File: config.mk
export PLATFORM = sky130hd
export DESIGN_NAME = sum_arbiter_flat
export DESIGN_NICKNAME = d
export VERILOG_FILES = /design/src/rtl/sum_arbiter_pkg.sv /design/src/rtl/sum_arbiter_if.sv /design/src/rtl/sum_arbiter_rr_arbiter.sv /design/src/rtl/sum_arbiter.sv /design/src/flat_wrapper.sv
export SDC_FILE = /design/constraint.sdc
export NUM_CORES = 1
export LEC_CHECK = 0
export ABC_CLOCK_PERIOD_IN_PS = 1800
export CORE_MARGIN = 2
export CORE_UTILIZATION = 25
export DETAILED_ROUTE_END_ITERATION = 12
export PLACE_DENSITY = 0.71
export SETUP_SLACK_MARGIN = 0.02
export SLEW_MARGIN = 40
export SYNTH_ARGS = -nofsm -noshare
export SYNTH_HDL_FRONTEND = slang
export SYNTH_SLANG_ARGS = --single-unit
File: constraint.sdc
create_clock -name clk -period 1.8 [get_ports clk]
set_clock_uncertainty 0.1 [all_clocks]
set_input_delay 0.36 -clock clk [delete_from_list [all_inputs] [get_ports clk]]
set_output_delay 0.36 -clock clk [all_outputs]
set_load 0.05 [all_outputs]
File: src/rtl/sum_arbiter_pkg.sv
// Shared types, constants and helpers for the shared-adder arbiter.
package sum_arbiter_pkg;

    localparam int SUM_W   = 16;   // default operand/result width of the shared adder
    localparam int MAX_REQ = 8;    // largest supported requester count
    localparam int IDX_W   = 3;    // index width able to address MAX_REQ requesters

    // First set request bit searching ptr, ptr+1, ... wrapping at n.
    function automatic logic [IDX_W-1:0] rr_next(
        input logic [MAX_REQ-1:0] req,
        input logic [IDX_W-1:0]   ptr,
        input int                 n
    );
        logic [IDX_W-1:0] sel;
        logic             found;
        int               k;
        sel   = 3'd0;
        found = 1'b0;
        for (int i = 0; i < MAX_REQ; i++) begin
            k = int'(ptr) + i;
            if (k >= n) begin
                k = k - n;
            end else begin
                k = k;
            end
            if ((i < n) && !found && req[k[IDX_W-1:0]]) begin
                sel   = k[IDX_W-1:0];
                found = 1'b1;
            end else begin
                sel   = sel;
                found = found;
            end
        end
        return sel;
    endfunction

    // Index of the set bit of a one-hot vector (0 when empty).
    function automatic logic [IDX_W-1:0] onehot_to_idx(input logic [MAX_REQ-1:0] oh);
        logic [IDX_W-1:0] idx;
        idx = 3'd0;
        for (int i = 0; i < MAX_REQ; i++) begin
            if (oh[i]) begin
                idx = idx | IDX_W'(i);
            end else begin
                idx = idx;
            end
        end
        return idx;
    endfunction

endpackage

File: src/rtl/sum_arbiter_if.sv
// Requester-side bus of the shared-adder arbiter.
interface sum_arbiter_if
    import sum_arbiter_pkg::*;
#(
    parameter int NUM_REQ = 2,
    parameter int W       = SUM_W
);
    logic [NUM_REQ-1:0]   req_i;
    logic [NUM_REQ-1:0]   lock_i;
    logic [NUM_REQ*W-1:0] a_i;
    logic [NUM_REQ*W-1:0] b_i;
    logic [NUM_REQ-1:0]   gnt_o;
    logic [W-1:0]         res_o;
    logic [NUM_REQ-1:0]   res_valid_o;
    logic                 busy;

    modport master (
        output req_i, lock_i, a_i, b_i,
        input  gnt_o, res_o, res_valid_o, busy
    );

    modport slave (
        input  req_i, lock_i, a_i, b_i,
        output gnt_o, res_o, res_valid_o, busy
    );
endinterface

File: src/rtl/sum_arbiter_rr_arbiter.sv
// Round-robin arbiter with grant locking; reusable for any shared resource.
module rr_arbiter
    import sum_arbiter_pkg::*;
#(
    parameter int NUM_REQ = 2
) (
    input  logic [NUM_REQ-1:0] i_req,
    input  logic [NUM_REQ-1:0] i_lock,
    input  logic [IDX_W-1:0]   i_ptr,
    input  logic               i_lock_valid,
    input  logic [IDX_W-1:0]   i_lock_idx,
    output logic [NUM_REQ-1:0] o_gnt,
    output logic               o_locked
);
    logic [MAX_REQ-1:0] w_req_ext;
    logic [MAX_REQ-1:0] w_lock_ext;
    logic [MAX_REQ-1:0] w_gnt_ext;
    logic [IDX_W-1:0]   w_idx;
    logic               w_hold;

    assign w_req_ext  = MAX_REQ'(i_req);
    assign w_lock_ext = MAX_REQ'(i_lock);
    // The holder keeps the grant only while it still requests and still asks for the lock.
    assign w_hold     = i_lock_valid & w_req_ext[i_lock_idx] & w_lock_ext[i_lock_idx];

    // Pick the winner: lock holder first, otherwise round-robin from the pointer.
    always_comb begin
        w_idx     = 3'd0;
        w_gnt_ext = '0;
        if (w_hold) begin
            w_idx = i_lock_idx;
        end else begin
            w_idx = rr_next(w_req_ext, i_ptr, NUM_REQ);
        end
        if (|i_req) begin
            w_gnt_ext = {{(MAX_REQ-1){1'b0}}, 1'b1} << w_idx;
        end else begin
            w_gnt_ext = '0;
        end
    end

    assign o_gnt    = w_gnt_ext[NUM_REQ-1:0];
    assign o_locked = w_hold;

endmodule

File: src/rtl/sum_arbiter.sv
// Shares one external W-bit adder between NUM_REQ requesters, one add per cycle.
module sum_arbiter
    import sum_arbiter_pkg::*;
#(
    parameter int NUM_REQ = 2,
    parameter int W       = SUM_W
) (
    input  logic         clk,
    input  logic         rst,
    sum_arbiter_if.slave bus,
    output logic [W-1:0] sum_in_a,
    output logic [W-1:0] sum_in_b,
    input  logic [W-1:0] sum_out
);
    logic [IDX_W-1:0]   r_rr_ptr;
    logic               r_lock_valid;
    logic [IDX_W-1:0]   r_lock_idx;
    logic [W-1:0]       r_res;
    logic [NUM_REQ-1:0] r_res_valid;

    logic [NUM_REQ-1:0] w_gnt;
    logic               w_locked;
    logic               w_gnt_any;
    logic [IDX_W-1:0]   w_gnt_idx;
    logic [IDX_W-1:0]   w_ptr_inc;
    logic [MAX_REQ-1:0] w_lock_ext;

    rr_arbiter #(.NUM_REQ(NUM_REQ)) u_rr (
        .i_req        (bus.req_i),
        .i_lock       (bus.lock_i),
        .i_ptr        (r_rr_ptr),
        .i_lock_valid (r_lock_valid),
        .i_lock_idx   (r_lock_idx),
        .o_gnt        (w_gnt),
        .o_locked     (w_locked)
    );

    assign w_gnt_any  = |w_gnt;
    assign w_gnt_idx  = onehot_to_idx(MAX_REQ'(w_gnt));
    assign w_lock_ext = MAX_REQ'(bus.lock_i);

    // Pointer moves to the requester after the winner, wrapping at NUM_REQ.
    always_comb begin
        w_ptr_inc = 3'd0;
        if (w_gnt_idx == IDX_W'(NUM_REQ - 1)) begin
            w_ptr_inc = 3'd0;
        end else begin
            w_ptr_inc = w_gnt_idx + 3'd1;
        end
    end

    // One-hot AND-OR operand mux; zero operands when nobody is granted.
    always_comb begin
        sum_in_a = '0;
        sum_in_b = '0;
        for (int k = 0; k < NUM_REQ; k++) begin
            if (w_gnt[k]) begin
                sum_in_a = sum_in_a | bus.a_i[k*W +: W];
                sum_in_b = sum_in_b | bus.b_i[k*W +: W];
            end else begin
                sum_in_a = sum_in_a;
                sum_in_b = sum_in_b;
            end
        end
    end

    // Capture the granted sum, pulse its owner, and advance pointer/lock state.
    always_ff @(posedge clk) begin
        if (!rst) begin
            r_rr_ptr     <= 3'd0;
            r_lock_valid <= 1'b0;
            r_lock_idx   <= 3'd0;
            r_res        <= '0;
            r_res_valid  <= '0;
        end else if (w_gnt_any) begin
            r_res        <= sum_out;
            r_res_valid  <= w_gnt;
            r_lock_valid <= w_lock_ext[w_gnt_idx];
            r_lock_idx   <= w_gnt_idx;
            if (!w_locked) begin
                r_rr_ptr <= w_ptr_inc;
            end else begin
                r_rr_ptr <= r_rr_ptr;
            end
        end else begin
            r_res_valid  <= '0;
            r_lock_valid <= 1'b0;
        end
    end

    assign bus.gnt_o       = w_gnt;
    assign bus.res_o       = r_res;
    assign bus.res_valid_o = r_res_valid;
    assign bus.busy        = (|bus.req_i) | (|r_res_valid);

endmodule

File: src/flat_wrapper.sv
// flat-port wrapper written by rule: the top's interface ports become plain ports
module sum_arbiter_flat import sum_arbiter_pkg::*;
#(
    parameter int NUM_REQ = 2,
    parameter int W       = SUM_W
)
  (clk, rst, sum_in_a, sum_in_b, sum_out, bus_req_i, bus_lock_i, bus_a_i, bus_b_i, bus_gnt_o, bus_res_o, bus_res_valid_o, bus_busy);
  sum_arbiter_if #(.NUM_REQ(NUM_REQ), .W(W)) bus_i ();
  input  logic clk;
  input  logic rst;
  output logic [W-1:0] sum_in_a;
  output logic [W-1:0] sum_in_b;
  input  logic [W-1:0] sum_out;
  input wire logic [$bits(bus_i.req_i)-1:0] bus_req_i;
  input wire logic [$bits(bus_i.lock_i)-1:0] bus_lock_i;
  input wire logic [$bits(bus_i.a_i)-1:0] bus_a_i;
  input wire logic [$bits(bus_i.b_i)-1:0] bus_b_i;
  output wire logic [$bits(bus_i.gnt_o)-1:0] bus_gnt_o;
  output wire logic [$bits(bus_i.res_o)-1:0] bus_res_o;
  output wire logic [$bits(bus_i.res_valid_o)-1:0] bus_res_valid_o;
  output wire logic [$bits(bus_i.busy)-1:0] bus_busy;
  assign bus_i.req_i = bus_req_i;
  assign bus_i.lock_i = bus_lock_i;
  assign bus_i.a_i = bus_a_i;
  assign bus_i.b_i = bus_b_i;
  assign bus_gnt_o = bus_i.gnt_o;
  assign bus_res_o = bus_i.res_o;
  assign bus_res_valid_o = bus_i.res_valid_o;
  assign bus_busy = bus_i.busy;
  sum_arbiter #(.NUM_REQ(NUM_REQ), .W(W)) u_core (.clk(clk), .rst(rst), .bus(bus_i), .sum_in_a(sum_in_a), .sum_in_b(sum_in_b), .sum_out(sum_out));
endmodule
**After elaboration in Yosys (flattened, before gate mapping)**

Index checks and enable logic that the tools add are counted.

- Add/sub/neg operators: 4
- $lt $le $gt $ge: 6
- Eq/ne operators: 1
- Shift-type cells: 1
- Mux-type cells: 26
- Bitwise gates (word level): 6
- Reduce and logical (&&, ||, !) cells: 7

Operator list:

| kind | number |
|---|---|
| $mux 16 | 4 |
| $or 16x16->16 | 2 |
| $mux 3 | 8 |
| $lt 3x4->1 const B | 4 |
| $bmux 1 s3 | 5 |
| $mux 1 | 8 |
| $reduce_or 2->1 | 3 |
| $sub 3x2->3 const B | 2 |
| $add 3x1->4 const B | 1 |
| $ge 4x2->1 const B | 1 |
| $reduce_and 2->1 | 2 |
| $add 3x1->3 const B | 1 |
| $eq 3x1->1 const B | 1 |
| $ge 3x2->1 const B | 1 |
| $shl 1x3->2 const A | 1 |
| $and 1x1->1 | 2 |
| $mux 2 | 1 |
| $logic_and 1x1->1 | 1 |
| $logic_not 1->1 | 1 |
| $not 1->1 | 1 |
| $or 1x1->1 | 1 |

- Register bits: 25
- Input bits: 86
- Output and inout bits: 53
- Logic and storage cells: 56

**Longest topological paths before layout**

- Depth after elaboration: 18
- Mapped depth: 6
- Depth with buffers taken out: 4

**Cells and area by module**

Synthesis repeated with hierarchy kept, for this count alone.

- Cells, all modules: 161
- Area, all modules: 1395.1 um^2

Modules (own cells, without submodules):

| module | instances | cells each | area an instance (um^2) | seq. area each (um^2) |
|---|---|---|---|---|
| sum_arbiter | 1 | 133 | 1173.6 | 420.4 |
| rr_arbiter | 1 | 28 | 221.5 | 0.0 |

**Worst setup path before layout**

OpenSTA, ideal clock, no wires.

- Path kind: register -> output
- Start point: register u_core.r_rr_ptr[0]
- End point: output port sum_in_a[10]
- Arrival: 1605 ps
- Required time: 1340 ps
- Path slack: -265 ps
- Cell stages (with the launch flop): 6
- Buffers on the path: 1
- Cells stage by stage: dfxtp_1 -> a21boi_2 -> o22ai_1 -> a21oi_4 -> buf_6 -> a22o_1

- Elaborated cells between the ends (all ways): 25
- Those cells by class: add/sub: 3; order compare: 2; shift: 1; mux: 16; bitwise: 1; reduce/logical: 2

RTL lines:

| what | RTL line | text |
|---|---|---|
| from (decl) | sum_arbiter.sv:15 | `logic [IDX_W-1:0] r_rr_ptr;` |
| from (signal assigned) | sum_arbiter.sv:81 | `r_rr_ptr <= w_ptr_inc;` |
| from (signal assigned) | sum_arbiter.sv:83 | `r_rr_ptr <= r_rr_ptr;` |
| branches (longest 9 deep; another with $add 3x1->4) | n/a |  |
| $mux 3 * | sum_arbiter_pkg.sv:26 | `if ((i < n) && !found && req[k[IDX_W-1:0]]) begin` |
| $mux 3 * | sum_arbiter_rr_arbiter.sv:30 | `if (w_hold) begin` |
| $shl 1x3->2 * | sum_arbiter_rr_arbiter.sv:36 | `w_gnt_ext = {{(MAX_REQ-1){1'b0}}, 1'b1} << w_idx;` |
| $mux 2 * | sum_arbiter_rr_arbiter.sv:35 | `if (\|i_req) begin` |
| named net bus_gnt_o[1] | flat_wrapper.sv:18 | `output wire logic [$bits(bus_i.gnt_o)-1:0] bus_gnt_o;` |
| $mux 16 * | sum_arbiter.sv:57 | `if (w_gnt[k]) begin` |
| to (decl) | flat_wrapper.sv:11 | `output logic [W-1:0] sum_in_a;` |

Mark *: on every way through the listed nets, which the timed path passes. The select of a mux whose other input is x is not followed.

**Worst setup path after layout**

- Start point: register u_core.r_rr_ptr[0]
- End point: output port sum_in_a[5]

- Word-level cells in the longest chain between the ends: 16
- Elaborated cells between the ends (all ways): 25
- Those cells by class: add/sub: 3; order compare: 2; shift: 1; mux: 16; bitwise: 1; reduce/logical: 2

RTL lines:

| what | RTL line | text |
|---|---|---|
| branches (longest 9 deep; another with $add 3x1->4) | n/a |  |
| $mux 3 * | sum_arbiter_pkg.sv:26 |  |
| $mux 3 * | sum_arbiter_rr_arbiter.sv:30 |  |
| $shl 1x3->2 * | sum_arbiter_rr_arbiter.sv:36 |  |
| $mux 2 * | sum_arbiter_rr_arbiter.sv:35 |  |
| $mux 16 | sum_arbiter.sv:57 |  |
| $or 16x16->16 | sum_arbiter.sv:58 | `sum_in_a = sum_in_a \| bus.a_i[k*W +: W];` |
| $mux 16 * | sum_arbiter.sv:57 |  |

Mark *: on every way between the ends. The select of a mux whose other input is x is not followed.

==> results.toml <==
[logic_synthesis]
seq_area_frac_synth_pct = 34.6
async_flop_share_pct = 0
syn_avg_cell_area_sq_um = 8.79
synth_seq_cells = 21
synth_edf_count = 0
synth_nets = 224
synthTopCellsByCount = "a22o_1 (32), nand2_1 (32), dfxtp_1 (21), a21boi_0 (16), buf_6 (7)"
ys_types = 25
synth_top_area_cell = "dfxtp_1"
synth_warnings = 0
synth_cells = 138
syn-cell-area_sq_um = 1210
synth_area_leaders = "dfxtp_1 (35%), a22o_1 (23%), a21boi_0 (9.9%), nand2_1 (9.9%), buf_6 (6.5%)"
synthFlopType = "dfxtp_1"
synth.top_cell.area_share_pct = 34.6

[setup_path]
cp_cell_sequence = "a21boi_4, o221ai_4, and2_4, buf_12, a22o_4, buf_12"
critPathMaxFanout = 6
cp_top_family = "compound AO/OA/AOI/OAI gates"
cpMaxStageDelayCell = "dfxtp_2"
required_ps = 1340
cp.arrival_ps = 1760
timing_worst_setup_path_type = "reg2out"
worst-path-buf-inv = 2
crit_path_end_kind = "output port"
worst_path_most_repeated_cell = "buf_12"
slowest_delay_ps = 330
start_kind = "flop"

[final_layout]
layout-drive-gt1-share_pct = 44.2
nNetsFinal = 381
area_growth_pct = 191
stdcell_count = 348
antenna_cells = 0
fillCellCount = 315

[clock_network]
cts-root-buf = "clkbuf_8"
cts_buffers = 3
cts.sinks = 21
h-tree-depth = 1
hold_buffers = 0
clkLatencyLatePin_ps = 260
cts_tree = "built"
clkTransAtPathRegs_ps = 70
clock_path_buffers = 2

[timing]
finalCriticalPeriod_ps = 2220
min_period_over_period_pct = 123
grt_setup_unrepaired = "true"
setup_viol = 34
whs_ps = 364
max_slew_margin_pct = 81.4
finalHoldViolCount = 0
tightest_slew_ps = 277
fmax_mhz = 451
fin_ws_ps = -417
drv_slew = 0

[die]
rows = 25
die_h_um = 73.7
die_x_um = 73.7
initial_core_util_pct = 25.9
pin_count = 139
die-area_sq_um = 5430
core_sq_um = 4690

[place]
gp_congestion = 0.917
placedCellCount = 334
place_hpwl_um = 4360
portBuffers = 138

[power]
total_power_uw = 2110
powerDensity_nw_per_um2 = 597
ir_drop_v = 0.000329
p_leak_uw = 0.00154

[route]
wl_per_cell_um = 17.6
route.met2.wl_um = 3490
drtAntennaViolNets = 0
via_per_inst = 4.95
route.detailed.drc = 0
vias = 1723
wl_um = 6110
drt_first_pass_iters = 4
drtIter0Drc = 69
wl_met1_um = 2100
top_layer = "met4"
wl_met3_um = 349

[global_route]
grt_antenna_before_repair = 0
gr-total-overflow = 0
grt_max_degree = 17
track_usage_pct = 23.0
grt_pass1_wl_um = 9380
first_global_vias = 1769

[outcome]
status = "finished, violations left"
violations = "setup timing"

[run]
drv_cap = 0

[worst_hold_path]
hold_class = "reg2reg"
[through the flow]
step	area [sq um]	util, %	setup slack, ps	TNS, ps
6_report	3540	75.4	-417	-13180
3_5_place_dp	3120	66.5	-575	-19480
5_1_grt	3540	75.4	-468	-14920
3_3_place_gp	3120	66.5	-570	-18980
2_1_floorplan	1350	-	-33.1	-659
4_1_cts	3540	75.5	-357	-11650
[path summary, 6_finish.rpt]
check | start | end | slack (ps) | depth (start not counted)
setup / recovery | u_core.r_rr_ptr[0]$_SDFFE_PN0P_ | sum_in_a[5] | -420 | 6
hold / removal | u_core.bus.res_o[5]$_SDFFE_PN0N_ | u_core.bus.res_o[5]$_SDFFE_PN0N_ | 360 | 2
hold reg to reg | u_core.bus.res_o[5]$_SDFFE_PN0N_ | u_core.bus.res_o[5]$_SDFFE_PN0N_ | 360 | 2
setup reg to reg | u_core.r_rr_ptr[0]$_SDFFE_PN0P_ | u_core.r_lock_valid$_SDFF_PN0_ | 180 | 6
[cells in the final DEF, fill, tap and decap left out]
master	count
and2_1	2
a31o_2	1
o21ai_0	2
a22o_4	32
buf_4	35
a21oi_4	1
buf_8	2
clkbuf_8	3
buf_12	36
nand2_1	32
buf_16	3
dfxtp_2	2
a31oi_1	1
o22ai_4	1
a21boi_4	1
a32o_1	1
dlygate4sd2_1	1
clkbuf_1	1
a21oi_1	1
inv_2	1
nand3_1	1
clkbuf_2	2
and3_1	3
buf_6	5
nor2_1	1
a21boi_0	16
dfxtp_1	19
or2_4	1
clkdlybuf4s50_1	81
and2_4	2
o221ai_4	1
nand4b_1	1
or3_4	1
nand4_1	1
[cell families (layout without fill, tap and decap cells)]
| family | Yosys count | after routing | synth area share, % |
|---|---|---|---|
| buf+inv | 14 | 170 | 9.07 |
| compound gates | 58 | 58 | 39.8 |
| simple gates | 45 | 45 | 16.5 |
| flops | 21 | 21 | 34.6 |
[sequential cells by signal (all words and copies together), names as in the netlist]
name,count
u_core.r_lock_idx,1
u_core.bus.res_o,16
u_core.r_rr_ptr,1
u_core.bus.res_valid_o,2
u_core.r_lock_valid,1
[worst register-to-register path: cells and delay by family, from the launching register on]
kind / cells / cell delay (ps)
AOI/OAI and AO/OA: 3 / 550
DFF: 1 / 330
buffers and inverters: 2 / 280
and+or+nand+nor: 1 / 250
[final cells by class]
cell class                 instances  area (sq um)  share of cell area, %
clock buffer                       4          45.0                   1.27
inverter                           1          3.75                  0.106
multi-input combinational        103          1010                   28.7
sequential                        21           423                   12.0
tap                               54          67.6                   1.91
timing repair buffer             165          1980                   56.1
[layer usage]
metal  up-vias  global-route usage [%]
met5         -                       0
met4         0                    6.46
met3        14                    6.17
met2        68                    44.6
met1       820                    23.8
li1        821                       -
[power breakdown]
group / internal [uW] / switching [uW] / total [uW]
sequential: 495 / 18.0 / 513
combinational: 681 / 611 / 1290
clock: 158 / 148 / 306
[timing repair]
item                                    4_1_cts  5_1_grt
pin swaps                                     8        6
hold endpoints to repair                      0        0
endpoints found under the setup margin       35       35
setup buffers                                 5        1
gates cloned                                  5        0
resized for setup                            49        7
No activity file was read; power rests on OpenSTA's default activity.
==> edit, RTL diff (same flow settings) <==
Reset style: asynchronous (`rst`), changed in one clocked block.
--- a/src/rtl/sum_arbiter.sv
+++ b/src/rtl/sum_arbiter.sv
@@ -65,7 +65,7 @@
     end
 
     // Capture the granted sum, pulse its owner, and advance pointer/lock state.
-    always_ff @(posedge clk) begin
+    always_ff @(posedge clk or negedge rst) begin
         if (!rst) begin
             r_rr_ptr     <= 3'd0;
             r_lock_valid <= 1'b0;
Formal check against the unedited RTL: differs if rst is asserted again (counterexample within 4 cycles, from zero or initial values and one cycle with rst low); with rst held inactive, the same outputs for 10 cycles.
==> edit against the original RTL <==
The flow still finishes with violations (setup timing); sequential cell count did not move; synthesized cell count up 24%; hold slack got worse by 0.031 ns; critical path depth rose by 2; utilization fell by 7.9 points; total power is 91% higher; synthesized area up 39%; setup slack got worse by 0.074 ns; die area up 36%; wire length up 0.11%; count of clock-buffer cells in the layout did not move; final area is 23% higher; largest cell class unchanged; highest routed layer unchanged.
==> edit: results (changes against the original RTL) <==
\begin{tabular}{lr}
\hline
Metric & Value \\
\hline
\multicolumn{2}{l}{\textbf{Outcome}} \\
Run status & complete, but fails checks \\
Failing checks & setup timing \\
\multicolumn{2}{l}{\textbf{Route}} \\
Number of DRC markers after the initial detailed-route iteration & 47 (-32\%) \\
DR vias/cell & 4.487 (-9.4\%) \\
Total detailed-routing wirelength & 6.116 mm (+0.11\%) \\
\multicolumn{2}{l}{\textbf{Hold path}} \\
Tightest Hold Check Type & primary input to asynchronous set/reset pin \\
\multicolumn{2}{l}{\textbf{Yosys}} \\
Yosys cell types & 21 (-16\%) \\
Portion of the post-synthesis area used by sequential elements & 31.23\% (-3.4 points) \\
Per-instance average area after synthesis & 9.841 µm² (+12\%) \\
Cells taking the most area after synthesis & sky130\_fd\_sc\_hd\_\_dfrtp\_1 31\%, sky130\_fd\_sc\_hd\_\_o32ai\_2 27\%, sky130\_fd\_sc\_hd\_\_inv\_1 16\% \\
Primary flip-flop cell chosen by synthesis mapping & sky130\_fd\_sc\_hd\_\_dfrtp\_1 \\
Net count after synthesis & 257 (+15\%) \\
\multicolumn{2}{l}{\textbf{Worst setup path}} \\
WP data arrival & 1.83 ns (+0.07 ns) \\
Library cell contributing the largest single delay on the critical path & sky130\_fd\_sc\_hd\_\_dfrtp\_1 \\
Largest delay share family, worst path & buffers and inverters \\
Highest net fanout along the worst path & 7 (+1) \\
\multicolumn{2}{l}{\textbf{Cells and area}} \\
Cell Count, Final, Fillers Out & 411 (+18\%) \\
Fill cell instance count of the final layout & 459 (+46\%) \\
\multicolumn{2}{l}{\textbf{Place}} \\
Detailed placer's ending HPWL & 4.840 mm (+11\%) \\
Gp weighted congestion & 0.7431 (-19\%) \\
Placed Instances & 393 (+18\%) \\
\multicolumn{2}{l}{\textbf{Timing}} \\
Min setup slack post-route & -0.4916 ns (-0.07416 ns) \\
Setup violators final & 34 (unchanged) \\
\multicolumn{2}{l}{\textbf{Global route}} \\
Maximum number of pins on one net before global-route repair & 22 (+5) \\
Wire length of the first global-routing pass & 9.832 mm (+4.8\%) \\
Number of global-route vias before repair & 1974 (+12\%) \\
\hline
\end{tabular}
==> edit: cell types whose count changed in the layout (fill, tap and decap cells not counted), moves of 19 or more <==
cell,before,now
sky130_fd_sc_hd__inv_1,0,69
sky130_fd_sc_hd__nand2_1,32,3
sky130_fd_sc_hd__dfrtp_1,0,20
sky130_fd_sc_hd__o32ai_4,0,32
sky130_fd_sc_hd__a22o_4,32,0
sky130_fd_sc_hd__dfxtp_1,19,0
==> edit: area by class of cell <==
type                            count  area share (%)
Clock buffer                        4           1.040
Inverter                           71           6.237
Multi-Input combinational cell     68           28.53
Sequential cell                    21           12.16
Tap cell                           77           2.224
Timing Repair Buffer              170           49.81
==> edit: per-layer routing <==
metal | global-route usage, % | vias to the layer above | wire length [µm]
li1 | - | 895 | -
met1 | 18.74 | 877 | 2157
met2 | 31.29 | 66 | 3553
met3 | 3.850 | 6 | 336
met4 | 2.309 | 0 | 69
met5 | 0 | - | 0
==> edit: where the power goes <==
part           switching [mW]  leakage [nW]  internal (mW)  total [mW]
logic                    1.54          1.62           1.59        3.13
clock network           0.151        0.0228          0.158       0.308
registers              0.0528         0.246          0.535       0.588
total                    1.74          1.88           2.28        4.02
==> edit: worst paths after layout <==
check / to / start / slack [ns]
min in group clk: u_core.bus.res_o[9] / u_core.bus.res_o[9] / 0.41
max in group asynchronous: u_core.r_rr_ptr[0] / rst / 1.04
max: sum_in_a[13] / u_core.r_lock_valid / -0.49
max reg2reg: u_core.r_lock_valid / u_core.r_lock_valid / 0.05
min reg2reg: u_core.bus.res_o[9] / u_core.bus.res_o[9] / 0.41
min: u_core.bus.res_o[4] / rst / 0.33
==> edit: logic make-up after synthesis <==
kind of cell	count (synthesis)	synth area share, %
AOI/OAI and AO/OA	42	33.90
buffers and inverters	82	21.19
DFF	21	31.23
muxes	16	10.71
and+or+nand+nor	10	2.974
==> edit: stage by stage <==
stage | cell area [µm²] | utilization, % | setup TNS [ns] | hold slack [ns]
floorplan | 2116 | - | -7.412 | -0.03559
global placement | 4020 | 62.60 | -20.71 | 0.3876
detailed placement | 4020 | 62.60 | -20.71 | 0.3966
CTS | 4318 | 67.23 | -16.70 | 0.3404
global route | 4333 | 67.47 | -17.71 | 0.3710
finish | 4333 | 67.47 | -15.18 | 0.3336
==> edit: repair_timing <==
item | CTS | global route
gates cloned | 4 | 1
pin swaps | 9 | 27
endpoints found under the setup margin | 36 | 36
gates resized for setup | 11 | 13
hold buffers | 0 | 0
buffers inserted | 11 | 2
